File: config.mk
export PLATFORM = sky130hd
export DESIGN_NAME = lstm_train_ctrl_flat
export DESIGN_NICKNAME = d
export VERILOG_FILES = /design/src/rtl/lstm_train_ctrl_pkg.sv /design/src/rtl/lstm_train_ctrl_if.sv /design/src/rtl/lstm_train_ctrl_phase_cnt.sv /design/src/rtl/lstm_train_ctrl.sv /design/src/flat_wrapper.sv
export SDC_FILE = /design/constraint.sdc
export NUM_CORES = 1
export LEC_CHECK = 0
export ABC_AREA = 1
export BUFFER_PORTS_ARGS = -buffer_cell sky130_fd_sc_hd__buf_4
export CORE_ASPECT_RATIO = 1.5
export CORE_MARGIN = 5
export CORE_UTILIZATION = 35
export CTS_BUF_LIST = sky130_fd_sc_hd__clkbuf_4 sky130_fd_sc_hd__clkbuf_8
export CTS_CLUSTER_SIZE = 24
export DETAILED_ROUTE_END_ITERATION = 10
export HOLD_SLACK_MARGIN = 0.06
export SLEW_MARGIN = 25
export SYNTH_ARGS = -nofsm -noshare
export SYNTH_HDL_FRONTEND = slang
export SYNTH_HIERARCHICAL = 1
export SYNTH_SLANG_ARGS = --single-unit
File: constraint.sdc
create_clock -name clk -period 5.4 [get_ports clk]
set_input_delay 1.08 -clock clk [delete_from_list [all_inputs] [get_ports clk]]
set_output_delay 1.08 -clock clk [all_outputs]
set_load 0.05 [all_outputs]
File: src/rtl/lstm_train_ctrl_pkg.sv
// Shared types for the LSTM training sequencer: state encoding and sizing helpers.
package lstm_train_ctrl_pkg;

   localparam int unsigned STATE_W = 3;

   typedef enum logic [STATE_W-1:0] {
      S_IDLE   = 3'd0,
      S_LOAD_T = 3'd1,
      S_SHIFT  = 3'd2,
      S_COMP   = 3'd3,
      S_BP     = 3'd4,
      S_WR     = 3'd5,
      S_DONE   = 3'd6
   } state_e;

   function automatic int unsigned max2(input int unsigned a, input int unsigned b);
      return (a > b) ? a : b;
   endfunction

   // Bits needed to count 0..n-1, never less than one.
   function automatic int unsigned cnt_width(input int unsigned n);
      return (n > 1) ? $clog2(n) : 1;
   endfunction

endpackage

File: src/rtl/lstm_train_ctrl_if.sv
// Host-side handshake plus the control bus driven into the LSTM backprop array.
interface lstm_train_ctrl_if #(
   parameter int unsigned WIDTH  = 32,
   parameter int unsigned STEP_W = 4
);
   logic              i_start;
   logic [WIDTH-1:0]  i_label_base;
   logic [WIDTH-1:0]  i_cost;
   logic              o_sel;
   logic              o_load_in;
   logic              o_load_h;
   logic              o_load_bp;
   logic              o_load_t;
   logic [WIDTH-1:0]  o_addr_t;
   logic              o_wr;
   logic              o_busy;
   logic              o_done;
   logic [STEP_W-1:0] o_step;
   logic [WIDTH-1:0]  o_cost;

   modport master (
      output i_start, i_label_base, i_cost,
      input  o_sel, o_load_in, o_load_h, o_load_bp, o_load_t, o_addr_t,
             o_wr, o_busy, o_done, o_step, o_cost
   );

   modport slave (
      input  i_start, i_label_base, i_cost,
      output o_sel, o_load_in, o_load_h, o_load_bp, o_load_t, o_addr_t,
             o_wr, o_busy, o_done, o_step, o_cost
   );
endinterface

File: src/rtl/lstm_train_ctrl_phase_cnt.sv
// Loadable up-counter with a terminal-count flag against a run-time terminal value.
module phase_cnt #(
   parameter int unsigned W = 4
) (
   input  logic         clk,
   input  logic         rst,
   input  logic         ld_i,
   input  logic [W-1:0] ld_val_i,
   input  logic         inc_i,
   input  logic [W-1:0] term_i,
   output logic [W-1:0] cnt_o,
   output logic         tc_o
);

   logic [W-1:0] cnt_q;
   logic [W-1:0] cnt_d;

   always_comb begin
      cnt_d = cnt_q;
      if (ld_i) begin
         cnt_d = ld_val_i;
      end else if (inc_i) begin
         cnt_d = cnt_q + W'(1);
      end
   end

   always_ff @(posedge clk) begin
      if (rst) begin
         cnt_q <= '0;
      end else begin
         cnt_q <= cnt_d;
      end
   end

   assign cnt_o = cnt_q;
   assign tc_o  = (cnt_q == term_i);

endmodule

File: src/rtl/lstm_train_ctrl.sv
// Training sequencer: label load, NUM_ITERATIONS forward timesteps, backprop settle,
// single weight commit and cost capture, behind a start/busy/done handshake.
module lstm_train_ctrl
   import lstm_train_ctrl_pkg::*;
#(
   parameter int unsigned WIDTH          = 32,
   parameter int unsigned NUM            = 45,
   parameter int unsigned NUM_LSTM       = 8,
   parameter int unsigned NUM_ITERATIONS = 8,
   parameter int unsigned COMP_LAT       = 2,
   parameter int unsigned BP_LAT         = 4,
   parameter int unsigned STEP_W         = 4
) (
   input  logic             clk,
   input  logic             rst,
   lstm_train_ctrl_if.slave bus
);

   localparam int unsigned PH_MAX = max2(max2(NUM, NUM_LSTM), max2(COMP_LAT, BP_LAT));
   localparam int unsigned CNT_W  = cnt_width(PH_MAX);

   state_e             state_q;
   state_e             state_d;
   logic [WIDTH-1:0]   addr_q;
   logic [WIDTH-1:0]   addr_d;
   logic [WIDTH-1:0]   cost_q;
   logic [WIDTH-1:0]   cost_d;

   logic               cnt_ld;
   logic               cnt_inc;
   logic [CNT_W-1:0]   cnt_term;
   logic [CNT_W-1:0]   cnt;
   logic               cnt_tc;
   logic               step_ld;
   logic               step_inc;
   logic [STEP_W-1:0]  step;
   logic               step_tc;

   phase_cnt #(.W(CNT_W)) u_phase_cnt (
      .clk      (clk),
      .rst      (rst),
      .ld_i     (cnt_ld),
      .ld_val_i ('0),
      .inc_i    (cnt_inc),
      .term_i   (cnt_term),
      .cnt_o    (cnt),
      .tc_o     (cnt_tc)
   );

   // step_tc flags the last timestep, so the increment out of it lands on NUM_ITERATIONS.
   phase_cnt #(.W(STEP_W)) u_step_cnt (
      .clk      (clk),
      .rst      (rst),
      .ld_i     (step_ld),
      .ld_val_i ('0),
      .inc_i    (step_inc),
      .term_i   (STEP_W'(NUM_ITERATIONS - 1)),
      .cnt_o    (step),
      .tc_o     (step_tc)
   );

   always_ff @(posedge clk) begin
      if (rst) begin
         state_q <= S_IDLE;
         addr_q  <= '0;
         cost_q  <= '0;
      end else begin
         state_q <= state_d;
         addr_q  <= addr_d;
         cost_q  <= cost_d;
      end
   end

   always_comb begin
      state_d  = state_q;
      addr_d   = addr_q;
      cost_d   = cost_q;
      cnt_ld   = 1'b0;
      cnt_inc  = 1'b0;
      step_ld  = 1'b0;
      step_inc = 1'b0;
      cnt_term = '0;
      case (state_q)
         S_IDLE: begin
            if (bus.i_start) begin
               state_d = S_LOAD_T;
               addr_d  = bus.i_label_base;
               cnt_ld  = 1'b1;
               step_ld = 1'b1;
            end
         end
         S_LOAD_T: begin
            cnt_term = CNT_W'(NUM_LSTM - 1);
            if (cnt_tc) begin
               state_d = S_SHIFT;
               cnt_ld  = 1'b1;
            end else begin
               cnt_inc = 1'b1;
               addr_d  = addr_q + WIDTH'(1);
            end
         end
         S_SHIFT: begin
            cnt_term = CNT_W'(NUM - 1);
            if (cnt_tc) begin
               state_d = S_COMP;
               cnt_ld  = 1'b1;
            end else begin
               cnt_inc = 1'b1;
            end
         end
         S_COMP: begin
            cnt_term = CNT_W'(COMP_LAT - 1);
            if (cnt_tc) begin
               state_d  = step_tc ? S_BP : S_SHIFT;
               cnt_ld   = 1'b1;
               step_inc = 1'b1;
            end else begin
               cnt_inc = 1'b1;
            end
         end
         S_BP: begin
            cnt_term = CNT_W'(BP_LAT - 1);
            if (cnt_tc) begin
               state_d = S_WR;
               cnt_ld  = 1'b1;
            end else begin
               cnt_inc = 1'b1;
            end
         end
         S_WR: begin
            state_d = S_DONE;
            cost_d  = bus.i_cost;
         end
         S_DONE: begin
            state_d = S_IDLE;
            step_ld = 1'b1;
         end
         default: begin
            state_d = S_IDLE;
         end
      endcase
   end

   // Strobes decode only registered state and counters.
   always_comb begin
      bus.o_sel     = 1'b0;
      bus.o_load_in = 1'b0;
      bus.o_load_h  = 1'b0;
      bus.o_load_bp = 1'b0;
      bus.o_load_t  = 1'b0;
      bus.o_wr      = 1'b0;
      bus.o_done    = 1'b0;
      bus.o_busy    = (state_q != S_IDLE);
      bus.o_addr_t  = addr_q;
      bus.o_step    = step;
      bus.o_cost    = cost_q;
      case (state_q)
         S_LOAD_T: bus.o_load_t = 1'b1;
         S_SHIFT: begin
            bus.o_sel     = (step != '0);
            bus.o_load_in = cnt_tc;
         end
         S_COMP: begin
            bus.o_sel     = (step != '0);
            bus.o_load_h  = cnt_tc;
            bus.o_load_bp = cnt_tc;
         end
         S_WR:    bus.o_wr   = 1'b1;
         S_DONE:  bus.o_done = 1'b1;
         default: ;
      endcase
   end

endmodule
File: src/flat_wrapper.sv
// flat-port wrapper written by rule: the top's interface ports become plain ports
module lstm_train_ctrl_flat import lstm_train_ctrl_pkg::*;
#(
   parameter int unsigned WIDTH          = 32,
   parameter int unsigned NUM            = 45,
   parameter int unsigned NUM_LSTM       = 8,
   parameter int unsigned NUM_ITERATIONS = 8,
   parameter int unsigned COMP_LAT       = 2,
   parameter int unsigned BP_LAT         = 4,
   parameter int unsigned STEP_W         = 4
)
  (clk, rst, bus_i_start, bus_i_label_base, bus_i_cost, bus_o_sel, bus_o_load_in, bus_o_load_h, bus_o_load_bp, bus_o_load_t, bus_o_addr_t, bus_o_wr, bus_o_busy, bus_o_done, bus_o_step, bus_o_cost);
  lstm_train_ctrl_if #(.WIDTH(WIDTH), .STEP_W(STEP_W)) bus_i ();
  input  logic clk;
  input  logic rst;
  input wire logic [$bits(bus_i.i_start)-1:0] bus_i_start;
  input wire logic [$bits(bus_i.i_label_base)-1:0] bus_i_label_base;
  input wire logic [$bits(bus_i.i_cost)-1:0] bus_i_cost;
  output wire logic [$bits(bus_i.o_sel)-1:0] bus_o_sel;
  output wire logic [$bits(bus_i.o_load_in)-1:0] bus_o_load_in;
  output wire logic [$bits(bus_i.o_load_h)-1:0] bus_o_load_h;
  output wire logic [$bits(bus_i.o_load_bp)-1:0] bus_o_load_bp;
  output wire logic [$bits(bus_i.o_load_t)-1:0] bus_o_load_t;
  output wire logic [$bits(bus_i.o_addr_t)-1:0] bus_o_addr_t;
  output wire logic [$bits(bus_i.o_wr)-1:0] bus_o_wr;
  output wire logic [$bits(bus_i.o_busy)-1:0] bus_o_busy;
  output wire logic [$bits(bus_i.o_done)-1:0] bus_o_done;
  output wire logic [$bits(bus_i.o_step)-1:0] bus_o_step;
  output wire logic [$bits(bus_i.o_cost)-1:0] bus_o_cost;
  assign bus_i.i_start = bus_i_start;
  assign bus_i.i_label_base = bus_i_label_base;
  assign bus_i.i_cost = bus_i_cost;
  assign bus_o_sel = bus_i.o_sel;
  assign bus_o_load_in = bus_i.o_load_in;
  assign bus_o_load_h = bus_i.o_load_h;
  assign bus_o_load_bp = bus_i.o_load_bp;
  assign bus_o_load_t = bus_i.o_load_t;
  assign bus_o_addr_t = bus_i.o_addr_t;
  assign bus_o_wr = bus_i.o_wr;
  assign bus_o_busy = bus_i.o_busy;
  assign bus_o_done = bus_i.o_done;
  assign bus_o_step = bus_i.o_step;
  assign bus_o_cost = bus_i.o_cost;
  lstm_train_ctrl #(.WIDTH(WIDTH), .NUM(NUM), .NUM_LSTM(NUM_LSTM), .NUM_ITERATIONS(NUM_ITERATIONS), .COMP_LAT(COMP_LAT), .BP_LAT(BP_LAT), .STEP_W(STEP_W)) u_core (.clk(clk), .rst(rst), .bus(bus_i));
endmodule
# Yosys cells after proc, flatten, opt, wreduce, memory -nomap -nowiden
# Cells that the tools add are included.
totals:
  output_inout_bits: 76
  latch_bits: 0
  word_cells: 56
  input_bits: 67
  mem_bits_ro: 0
  ram_bits: 0
  reg_bits: 77
  mem_count: 0
classes:
  magnitude_cmp: 0
  muxes: 24
  shift: 0
  n_bitwise: 0
  reduce_logical: 10
  n_div: 0
  n_eq_ne: 14
  addsub: 3
  multipliers: 0
op_table:
  columns: ["cell", "n"]
  rows:
  - ["2-to-1 mux 32 bit", 2]
  - ["one-hot mux 32 bit (2 select lines)", 1]
  - ["adder 32 x 1 -> 32 bit (second input constant)", 1]
  - ["one-hot mux 6 bit (4 select lines)", 1]
  - ["2-to-1 mux 3 bit", 6]
  - ["one-hot mux 3 bit (6 select lines)", 1]
  - ["2-to-1 mux 1 bit", 11]
  - ["equality test 3 bit (second input constant)", 3]
  - ["inequality test 2 x 1 -> 1 bit (second input constant)", 4]
  - ["adder 6 x 1 -> 6 bit (second input constant)", 1]
  - ["equality test 3 x 2 -> 1 bit (second input constant)", 2]
  - ["equality test 6 bit", 1]
  - ["OR reduction 2 bit", 3]
  - ["AND reduction 5 bit", 1]
  - ["adder 4 x 1 -> 4 bit (second input constant)", 1]
  - ["equality test 4 x 3 -> 1 bit (second input constant)", 1]
  - ["inequality test 2 bit (second input constant)", 2]
  - ["one-hot mux 1 bit (2 select lines)", 2]
  - ["nonzero test 4 bit", 1]
  - ["OR reduction 4 bit", 1]
  - ["equality test 3 x 1 -> 1 bit (second input constant)", 1]
  - ["logical NOT 3 bit", 1]
  - ["AND reduction 3 bit", 1]
  - ["nonzero test 3 bit", 1]
  - ["nonzero test 2 bit", 1]

# Longest topological paths before layout
depth:
  word_depth: 6
  ltp_mapped: 17
  ltp_nobuf: 17

# By module
# The synthesis kept the hierarchy.
by_module_without_submodules:
  columns: ["mod", "seq_area_each_um2", "instances", "area_per_inst_um2", "cells_each"]
  rows:
  - ["lstm_train_ctrl", 1341.3, 1, 3806.2, 614]
  - ["phase_cnt (u_core.u_phase_cnt)", 120.1, 1, 449.2, 76]
  - ["phase_cnt (u_core.u_step_cnt)", 80.1, 1, 276.5, 44]

# Worst setup path after synthesis
# Ideal clock, no wire load.
synth_timing:
  path_type: "register -> output"
  from: "register u_core.state_q[2]"
  to: "output bus_o_load_h"
  stages_incl_launch_ff: 11
  arrival_time_ns: 2.567
  n_path_buf: 2
  path_slack_ns: 1.753
  required_time_ns: 4.320
  cell_sequence: "dfxtp_1 > inv_2 > nand3_4 > clkbuf_1 > nand3_1 > nand2_1 > nand4_1 > nor3_1 > inv_1 > nor2_1 > buf_4"
synth_via:
  elab_chain_len: 4
  elab_cells_between_ends: 7
  classes_between: "eq/ne: 5; mux: 2"
synth_lines:
  columns: ["element", "line", "rtl"]
  rows:
  - ["start: declaration", "lstm_train_ctrl.sv:22", "state_e state_q;"]
  - ["start signal: assignment", "lstm_train_ctrl.sv:68", "state_q <= state_d;"]
  - ["equality test 3 bit (tied with other cells)", "lstm_train_ctrl.sv:83", "case (state_q)"]
  - ["one-hot mux 6 bit (4 select lines) *", "lstm_train_ctrl.sv:83", null]
  - ["net u_core.cnt_term[0]", "lstm_train_ctrl.sv:31", "logic [CNT_W-1:0] cnt_term;"]
  - ["equality test 6 bit *", "lstm_train_ctrl_phase_cnt.sv:36", "assign tc_o = (cnt_q == term_i);"]
  - ["net u_core.cnt_tc", "lstm_train_ctrl.sv:33", "logic cnt_tc;"]
  - ["2-to-1 mux 1 bit *", null, null]
  - ["end: declaration", "flat_wrapper.sv:21", "output wire logic [$bits(bus_i.o_load_h)-1:0] bus_o_load_h;"]
# Mark *: on every way through the listed nets, which the timed path passes. The rest lies on a longest branch.

# Worst setup path after layout
layout_timing:
  from: "register u_core.state_q[0]"
  to: "output bus_o_load_bp"
layout_via:
  elab_chain_len: 4
  elab_cells_between_ends: 7
  classes_between: "eq/ne: 5; mux: 2"
layout_lines:
  columns: ["element", "line", "rtl"]
  rows:
  - ["equality test 3 bit (tied with other cells)", "lstm_train_ctrl.sv:83", null]
  - ["one-hot mux 6 bit (4 select lines) *", "lstm_train_ctrl.sv:83", null]
  - ["net u_core.cnt_term[0]", "lstm_train_ctrl.sv:31", null]
  - ["equality test 6 bit *", "lstm_train_ctrl_phase_cnt.sv:36", null]
  - ["net u_core.cnt_tc", "lstm_train_ctrl.sv:33", null]
  - ["2-to-1 mux 1 bit *", "lstm_train_ctrl.sv:157", "case (state_q)"]
  - ["end: declaration", "flat_wrapper.sv:22", "output wire logic [$bits(bus_i.o_load_bp)-1:0] bus_o_load_bp;"]
# Marked as above.

==> results.txt <==
Max Clock Freq - 275.9 MHz
Worst reg2reg path depth - 7
Commonest cells post-synth - nand2_1, dfxtp_1, inv_1
Hold buffers post-CTS - 0
Drt wl/cell - 14.35 um
Worst setup path class - reg -> out
Chip Width - 102.9 um
Top-count cell post-synth - nand2_1
Flop pwr share - 0.303
VDD IR max - 283.1 uV
Yosys top cell area share - 0.3401
Total Routed Length - 14.91 mm
Setup tns final - 0 ns
Grt ovf - 0
Xor-xnor portion of the synthesized cell area - 0.01739
DRT Pass-1 Iters - 5
Final period utilization - 0.6711
Drt drc - 0
Synth cell types - 42
CTS sink cnt - 77
Switching share of total power - 0.5163
Final hold violation count - 0
Worst-path clk slew - 0.09 ns
FP Rows - 51
Slowest cell delay on critical path - 0.50 ns
Worst Setup Start Kind - flop
Max-cap violations - 0
Hold WS - 0.4661 ns
Mux cell area share after synthesis - 0
Worst reg2reg path startpoint - u_core/state_q[0]
Synth Area in Adders - 0.008283
Hold path startpoint - u_core/bus.o_cost[16]
Via count - 4995
DIE HEIGHT - 149.4 um
Worst rel slew slack - 0.4074
Ys async rst share - 0
ANT nets after route - 0
Largest net degree at the start of global routing - 75
Filler cell count - 1399
Seq cells post-synth - 77
CTS tree - done
Logic pwr share - 0.525
P_int - 1.466 mW
I/O Pins - 143
Biggest area consumer among synthesized cells - dfxtp_1
Worst endpoint required time - 4.32 ns
Net count, final - 945
Routed length on met3 - 996 um
Crit path capture type - primary output
Compound-Gate Fraction of Synth Area - 0.1494
Syn avg cell area - 6.174 um2
Reg2reg end - u_core/bus.o_addr_t[5]
Critical path cell sequence - nand3_4 -> nand3_1 -> or2_2 -> nand4_1 -> nor3_1 -> inv_1 -> nor2_1 -> buf_4
Crit-path max FO - 25
Unrepaired setup endpoints after global routing - false
Synth area leaders - dfxtp_1, nand2_1, a21oi_1
Final Core Density - 0.4631
Pwr per Cell Area - 510.2 nW/um2
Top FF cell, synth - dfxtp_1
Detailed Place HPWL - 10.77 mm
DRT iter0 DRCs - 239
Syn-to-layout area delta - 31.06%
CP Buf/Inv Count - 2
Main combinational cell family by area after synthesis - simple AND/OR/NAND/NOR gates
LEAKAGE - 2.594 nW
Seq/Total Area, Yosys - 0.3401
Cts bufs inserted - 9
Max H-tree Level - 3
Setup Buffers After CTS - 0
Clk pwr share - 0.172
RD Place Congestion - 0.8992
GR Util All Layers - 0.1889
Clock Latency Late Sink - 0.37 ns
Detailed-route vias per instance - 4.808
Vias in the first global route - 4703
Mapped cell area - 4532 um2
Die ar. - 15370 um2
N_diodes - 0
Fin. max-slew vios - 0
Starting Density - 0.3533
Top Layer Used - met4
Switching pwr - 1.565 mW
Hold depth - 2
Setup ws final - 1.776 ns
Post-synth EDFFs - 0
Routed wl met2 - 7.751 mm
Largest delay contributor family on the critical path - simple AND/OR/NAND/NOR gates
Worst clock skew - 0.01693 ns
Min-delay worst type - reg -> reg
Clock Path Buffers - 2
Worst-margin pin slew - 0.8890 ns
First-pass GRT wire length - 22.73 mm
Initial antenna violation count - 0
Synth Instances - 734
Simple-gate share of the synthesized area - 0.3887
DRT met1 WL - 5.526 mm
Crit path time final - 3.624 ns
DP Worst Slack - 2.192 ns
Crit path arrival time - 2.54 ns
Total core area - 12830 um2
Outcome - completed
PortBufs - 142
Synth Warn # - 6
Final setup vio count - 0
Slowest CP cell - dfxtp_1
PostCTS Resize Cnt - 0
Hold EP - u_core/bus.o_cost[16]
Root buffer cell - clkbuf_8
R2R Setup Slk - 2.56 ns
Layout cells sized above 1 - 0.2125
-- worst min-delay path, delay by kind of cell, from the launching register on --
kind / cells / cell delay, ns
DFF: 1 / 0.32
and+or+nand+nor: 1 / 0.06
AOI/OAI and AO/OA: 1 / 0.05
-- cell families after synthesis --
kind of cell / after synthesis
compound gates: 124
buf+inv: 102
flops: 77
simple gates: 417
fa+ha+maj: 3
other cells: 2
xor+xnor: 9
-- registers in the layout, summed over array words and instances, names as in the netlist --
| name | flops |
|---|---|
| u_core/bus.o_addr_t | 32 |
| u_core/bus.o_cost | 32 |
| u_core/u_phase_cnt/cnt_o | 6 |
| u_core/u_step_cnt/cnt_o | 4 |
| u_core/state_q | 3 |
-- layer usage --
| layer | global-route usage | up-vias |
|---|---|---|
| li1 | - | 2593 |
| met1 | 0.2076 | 2228 |
| met2 | 0.3368 | 141 |
| met3 | 0.03510 | 33 |
| met4 | 0.09657 | 0 |
| met5 | 0 | - |
-- worst max-delay path by stage --
| stage | startpoint | end | slack [ns] | depth (start not counted) |
|---|---|---|---|---|
| floorplan | u_core/state_q[2] | bus_o_load_h | 1.75 | 10 |
| global placement | u_core/state_q[0] | bus_o_load_bp | 2.25 | 8 |
| detailed placement | u_core/state_q[0] | bus_o_load_h | 2.19 | 8 |
| CTS | u_core/state_q[0] | bus_o_load_h | 1.77 | 8 |
| global route | u_core/state_q[1] | bus_o_load_h | 1.52 | 11 |
| finish | u_core/state_q[0] | bus_o_load_bp | 1.78 | 8 |
-- cell usage in the layout, fill, tap and decap left out, types with 3 or more instances in the layout --
| cell type | count |
|---|---|
| nand3_1 | 43 |
| a21oi_1 | 67 |
| nand4_1 | 5 |
| nor2_1 | 66 |
| buf_4 | 143 |
| inv_2 | 5 |
| inv_1 | 70 |
| a21oi_2 | 3 |
| xor2_1 | 4 |
| nand2_1 | 269 |
| nor2_2 | 6 |
| or2_2 | 3 |
| o21ai_0 | 30 |
| xnor2_1 | 5 |
| a211oi_1 | 3 |
| nand3b_1 | 4 |
| ha_1 | 3 |
| dfxtp_1 | 77 |
| conb_1 | 16 |
| clkbuf_8 | 9 |
| o21ai_1 | 7 |
| nor3_1 | 7 |
| o21bai_1 | 4 |
-- stage by stage --
stage                     power [mW]  std cells  instance area, um2
after floorplan                2.101        748                4584
after global placement         2.518       1023                5710
after detailed placement       2.524       1023                5710
after CTS                      3.056       1039                5939
after global routing           3.257       1039                5939
final                          3.030       1039                5939
-- cell type report --
type	count	area [um2]	share of cell area
multi-input combinational	569	2615	0.4403
sequential	77	1541	0.2595
timing repair buffer	143	1074	0.1807
inverter	75	281.5	0.04740
tap	159	198.9	0.03349
clock buffer	9	123.9	0.02086
clock inverter	7	105.1	0.01770
-- power by group through the flow --
stage / Clock [mW] / Combinational, mW / Sequential [mW]
2_1_floorplan: 0 / 0.855 / 1.25
3_3_place_gp: 0 / 1.59 / 0.933
4_1_cts: 0.540 / 1.60 / 0.919
6_report: 0.521 / 1.59 / 0.917
3_5_place_dp: 0 / 1.59 / 0.932
5_1_grt: 0.554 / 1.76 / 0.946
No activity file was read; power rests on OpenSTA's default activity.
